**config.mk**
```make
export PLATFORM = sky130hd
export DESIGN_NAME = vec_mem_seq
export DESIGN_NICKNAME = d
export VERILOG_FILES = /design/src/rtl/vec_mem_seq.sv
export SDC_FILE = /design/constraint.sdc
export NUM_CORES = 1
export LEC_CHECK = 0
export BUFFER_PORTS_ARGS = -buffer_cell sky130_fd_sc_hd__buf_2
export CORE_MARGIN = 1
export CORE_UTILIZATION = 25
export DETAILED_ROUTE_END_ITERATION = 7
export PLACE_DENSITY = 0.48
export SLEW_MARGIN = 30
export SYNTH_ARGS = -nofsm -noshare
export SYNTH_HDL_FRONTEND = slang
export SYNTH_SLANG_ARGS = --single-unit
```
**constraint.sdc**
```tcl
create_clock -name clk -period 5 [get_ports clk]
set_input_delay 1 -clock clk [delete_from_list [all_inputs] [get_ports clk]]
set_output_delay 1 -clock clk [all_outputs]
set_load 0.005 [all_outputs]
```
**src/rtl/vec_mem_seq.sv**
```systemverilog
// Vector memory sequencer: serialises a LANES x LANE_W vector load/store into one
// 32-bit data-memory access per lane. Define VEC_MASK_EN to add per-lane masking.
module vec_mem_seq #(
    parameter int LANES  = 10,
    parameter int LANE_W = 16,
    parameter int ADDR_W = 32
) (
    input  logic                      clk,
    input  logic                      reset,
    input  logic                      VecMemM,
    input  logic                      VecWriteM,
    input  logic                      AbortM,
    input  logic [ADDR_W-1:0]         BaseAddrM,
    input  logic [LANES*LANE_W-1:0]   WriteDataVM,
`ifdef VEC_MASK_EN
    input  logic [LANES-1:0]          LaneMaskM,
`endif
    input  logic [31:0]               MemRD,
    output logic [ADDR_W-1:0]         MemAddr,
    output logic                      MemWE,
    output logic [31:0]               MemWD,
    output logic [LANES*LANE_W-1:0]   ReadDataVM,
    output logic                      StallVec,
    output logic                      VecDone
);
    localparam int LANE_BITS = (LANES > 1) ? $clog2(LANES) : 1;
    localparam int VEC_W     = LANES * LANE_W;

    typedef enum logic [1:0] {IDLE, ACCESS, DONE} state_t;

    state_t               state;
    logic [LANE_BITS-1:0] lane;
    logic [ADDR_W-1:0]    base_q;
    logic [VEC_W-1:0]     wdata_q;
    logic                 write_q;
    logic [LANES-1:0]     mask_q;
    logic [LANES-1:0]     start_mask;
    logic                 start;
    logic [LANE_BITS:0]   first_lane;
    logic [LANE_BITS:0]   next_lane;
    logic [LANE_W-1:0]    lane_wdata;
    logic                 unused_rd;

`ifdef VEC_MASK_EN
    assign start_mask = LaneMaskM;
`else
    assign start_mask = '1;
`endif

    // Lowest set mask bit at or above 'from'; the MSB of the result flags a hit.
    function automatic logic [LANE_BITS:0] find_lane(input logic [LANES-1:0] m, input int from);
        logic [LANE_BITS:0] r;
        r = '0;
        for (int i = LANES - 1; i >= 0; i--) begin
            if (m[i] && i >= from) r = {1'b1, LANE_BITS'(i)};
        end
        return r;
    endfunction

    assign start      = VecMemM & ~AbortM;
    assign first_lane = find_lane(start_mask, 0);
    assign next_lane  = find_lane(mask_q, int'(lane) + 1);
    assign lane_wdata = wdata_q[lane*LANE_W +: LANE_W];
    assign unused_rd  = ^MemRD[31:LANE_W];

    // NOTE: every output gets a default before the case so no latch is inferred.
    always_comb begin
        MemAddr  = '0;
        MemWE    = 1'b0;
        MemWD    = '0;
        StallVec = 1'b0;
        VecDone  = 1'b0;
        case (state)
            // The stall must rise in the start cycle itself, and stay low under reset.
            IDLE:   StallVec = start & reset;
            ACCESS: begin
                MemAddr  = base_q + ADDR_W'({lane, 2'b00});
                MemWE    = write_q & ~AbortM;
                MemWD    = write_q ? 32'(lane_wdata) : '0;
                StallVec = 1'b1;
            end
            DONE:    VecDone = 1'b1;
            default: ;
        endcase
    end

    // NOTE: state registers use non-blocking assignments so every flop samples
    // pre-edge values regardless of statement order.
    always_ff @(posedge clk or negedge reset) begin
        if (!reset) begin
            state      <= IDLE;
            lane       <= '0;
            base_q     <= '0;
            wdata_q    <= '0;
            write_q    <= 1'b0;
            mask_q     <= '0;
            ReadDataVM <= '0;
        end else begin
            case (state)
                IDLE: begin
                    if (start) begin
                        base_q  <= BaseAddrM;
                        wdata_q <= WriteDataVM;
                        write_q <= VecWriteM;
                        mask_q  <= start_mask;
                        lane    <= first_lane[LANE_BITS-1:0];
                        state   <= first_lane[LANE_BITS] ? ACCESS : DONE;
                    end
                end
                ACCESS: begin
                    if (AbortM) begin
                        state <= IDLE;
                        lane  <= '0;
                    end else begin
                        if (!write_q) ReadDataVM[lane*LANE_W +: LANE_W] <= MemRD[LANE_W-1:0];
                        if (next_lane[LANE_BITS]) begin
                            lane <= next_lane[LANE_BITS-1:0];
                        end else begin
                            state <= DONE;
                            lane  <= '0;
                        end
                    end
                end
                // VecMemM still shows the finished instruction here, so it is ignored.
                DONE:    state <= IDLE;
                default: state <= IDLE;
            endcase
        end
    end
endmodule

```
==> results.md <==
* Wire length per cell at 20.2 microns
* Top Ports at 456
* Yosys warns at 0
* CP Launch Type: register
* Gate power share at 21.0%
* RSZ-0062 raised after global routing: no
* Count of final setup violators at 0
* First DRT Iteration DRCs at 721
* Min Tclk post-route at 4.30 ns
* DRT Pass-1 Iters at 5
* NetSw at 2.53 mW
* Most common cell after layout, fill and taps aside: buf_2
* Final worst slack at 0.705 ns
* Worst Path Max Fanout at 38
* Maximum number of pins on one net before global-route repair at 163
* Sequential share of power at 43.1%
* Die ar. at 67100 sq um
* Sink Count at 360
* Hold buffers post-CTS at 0
* GP Congestion at 0.803
* Slew HR at 34.1%
* Clock slew at reported path FFs at 0.06 ns
* Fillers at 6689
* Peak VDD IR at 255 uV
* Pwr dens at 413 nW/um^2
* Netlist Area Pre-Place at 16500 sq um
* Worst Max-Slew Pin Slew at 0.981 ns
* LEAKAGE at 9.72 nW
* Synth-to-Final Area Change at 27.0%
* Gates resized, CTS repair at 0
* Tcrit/Tclk final at 85.9%
* Synth Register Bits at 360
* R2R depth at 6
* GRT Residual Overflow at 0
* Die W at 259 microns
* Most frequent cells in the layout: buf_2, dfrtp_1, mux2_2, o21ai_0, nand2_1
* Reg2reg start: lane[0]
* Post-detail-place hpwl at 38.5 mm
* Synth Flop Type: dfrtp_1
* TNS Setup at 0 ns
* Die Height at 259 microns
* Antenna-violating nets left at 0
* Nets@finish at 2011
* Worst setup EP type: primary output
* Largest family of logic cells by synthesized area: multiplexers
* Compound-Gate Fraction of Synth Area at 8.60%
* Fin. max-slew vios at 0
* Initial antenna violation count at 29
* Routed wire length at 54.1 mm
* Post-synthesis mux area share at 22.5%
* Syn avg cell area at 12.0 sq um
* Fraction of layout cells with a size suffix above 1 at 44.3%
* Worst hold-check path type: in2async
* FFs w/ async S/R, synth at 100%
* PortBufs at 423
* WP data required at 4.00 ns
* Clock root buffer: clkbuf_16
* GRT Overall Usage at 15.8%
* Post-CTS Setup Inserts at 0
* Critical Path Start: lane[0]
* Simple-gate portion of the synthesized area at 8.46%
* Via-to-Cell Ratio at 4.63
* First-pass GRT wire length at 80.7 mm
* Total CTS buffers at 44
* Status: finished clean
* Netlist cell types at 58
* Sw frac at 29.2%
* Core area at 64900 sq um
* Clock power frac at 35.9%
* EDFF count, synth at 0
* Max cap viols at 0
* FP Rows at 93
* FMAX at 233 MHz
* Initial core utilization at 25.4%
* Adder-Cell Fraction of Synth Area at 0.803%
* XOR/XNOR Fraction of Synth Area at 0.318%
* Final hold violation count at 0
* Vias at 12400
* Number of global-route vias before repair at 12700
* Drc violations at 0
* Clock Tree Buf Depth at 3
* Worst skew pair latency at 0.56 ns
* Mapped Cells at 1382
* Int Pwr at 6.13 mW
* CTS tree: built
* Clk_skew at 0.00772 ns
* Arrival @ worst endpoint at 3.30 ns
* H-Tree Depth at 2
* Seq/Total Area, Yosys at 54.5%
* Worst setup path class: reg2out
* Worst slack, placed at 1.10 ns
==> cell type report <==
cell class	instances	area [sq um]	area share [%]
flip-flops and latches	360	9010	43.0
multi-input cells	853	6820	32.5
repair buffers	450	2410	11.5
clock buffers	65	1290	6.15
well taps	855	1070	5.10
inverters	63	236	1.13
clock inverters	14	113	0.537
diodes	14	35.0	0.167
==> power groups by stage <==
stage | combinational [mW] | sequential, mW | clock, mW
floorplan | 1.23 | 3.64 | 0
global placement | 1.84 | 3.77 | 0
detailed placement | 1.87 | 3.80 | 0
CTS | 1.87 | 3.75 | 3.23
global route | 2.01 | 3.82 | 3.33
finish | 1.82 | 3.74 | 3.11
==> critical path, stage by stage, from the launching register on <==
cell and delay [ns]:
dfrtp_4 0.88, ha_1 0.31, fa_1 0.24, a21o_1 0.14, a22oi_1 0.06, buf_4 0.22
or4_1 0.51, a21oi_1 0.19, buf_2 0.15
==> layer usage <==
metal	wire length (microns)	global-route usage [%]	vias up
li1	-	-	5678
met1	21600	19.1	6091
met2	25600	25.7	449
met3	5110	6.00	119
met4	1590	5.52	32
met5	201	0	-
==> through the flow <==
stage,cells,area [sq um],hold slack (ns),power (mW),util (%)
after detailed placement,2579,19500,0.475,5.66,30.0
after global placement,2579,19500,0.469,5.60,30.0
after global routing,2670,21000,0.347,9.16,32.3
after floorplan,1397,16600,0.472,4.87,-
after CTS,2658,20900,0.315,8.85,32.2
final,2674,21000,0.346,8.67,32.3
==> sequential cells by signal, summed over array words and instances, names as in the netlist <==
signal,cells
ReadDataVM,160
wdata_q,160
base_q,32
lane,4
state,2
mask_q,1
write_q,1
==> kinds of logic (layout without fill, tap and decap cells) <==
| kind of cell | after synthesis | in the layout |
|---|---|---|
| muxes | 304 | 304 |
| AOI/OAI and AO/OA | 246 | 246 |
| buffers and inverters | 184 | 592 |
| xor gates and xnor gates | 6 | 6 |
| DFF | 360 | 360 |
| other | 1 | 30 |
| adders and majority gates | 10 | 10 |
| and+or+nand+nor | 271 | 271 |
==> synth_stat cells (2+ instances only) <==
library cell	number	area (sq um)
a21bo_2	14	140
a21o_1	5	37.5
a21oi_1	24	120
a32o_1	3	30.0
and2_0	2	12.5
and2_1	7	43.8
and3_1	4	25.0
and4_1	2	17.5
buf_1	8	30.0
buf_2	9	45.0
buf_4	17	128
clkbuf_1	85	319
dfrtp_1	360	9010
ha_1	9	113
inv_1	63	236
mux2_2	218	2450
mux2i_1	54	541
mux4_2	32	721
nand2_1	123	462
nand2b_1	4	25.0
nand3_1	43	215
nand4_1	26	163
nor2_1	12	45.0
nor2b_1	4	25.0
nor3_1	3	15.0
nor4_1	5	31.3
nor4b_1	2	17.5
nor4b_4	2	47.6
o21ai_0	160	801
o22ai_1	16	100
o31ai_1	13	97.6
or3_1	9	56.3
or4_1	15	113
xnor2_1	4	35.0
xor2_1	2	17.5
==> worst paths after layout <==
path                                         to  slack [ns]
worst min-delay path            ReadDataVM[140]        0.35
worst min register to register    ReadDataVM[4]        0.48
worst max register to register   ReadDataVM[33]        1.19
worst max-delay path                MemAddr[20]        0.70
max in group asynchronous           wdata_q[70]        3.37
min in group clk                  ReadDataVM[4]        0.48
(Power assumes the default switching activity.)
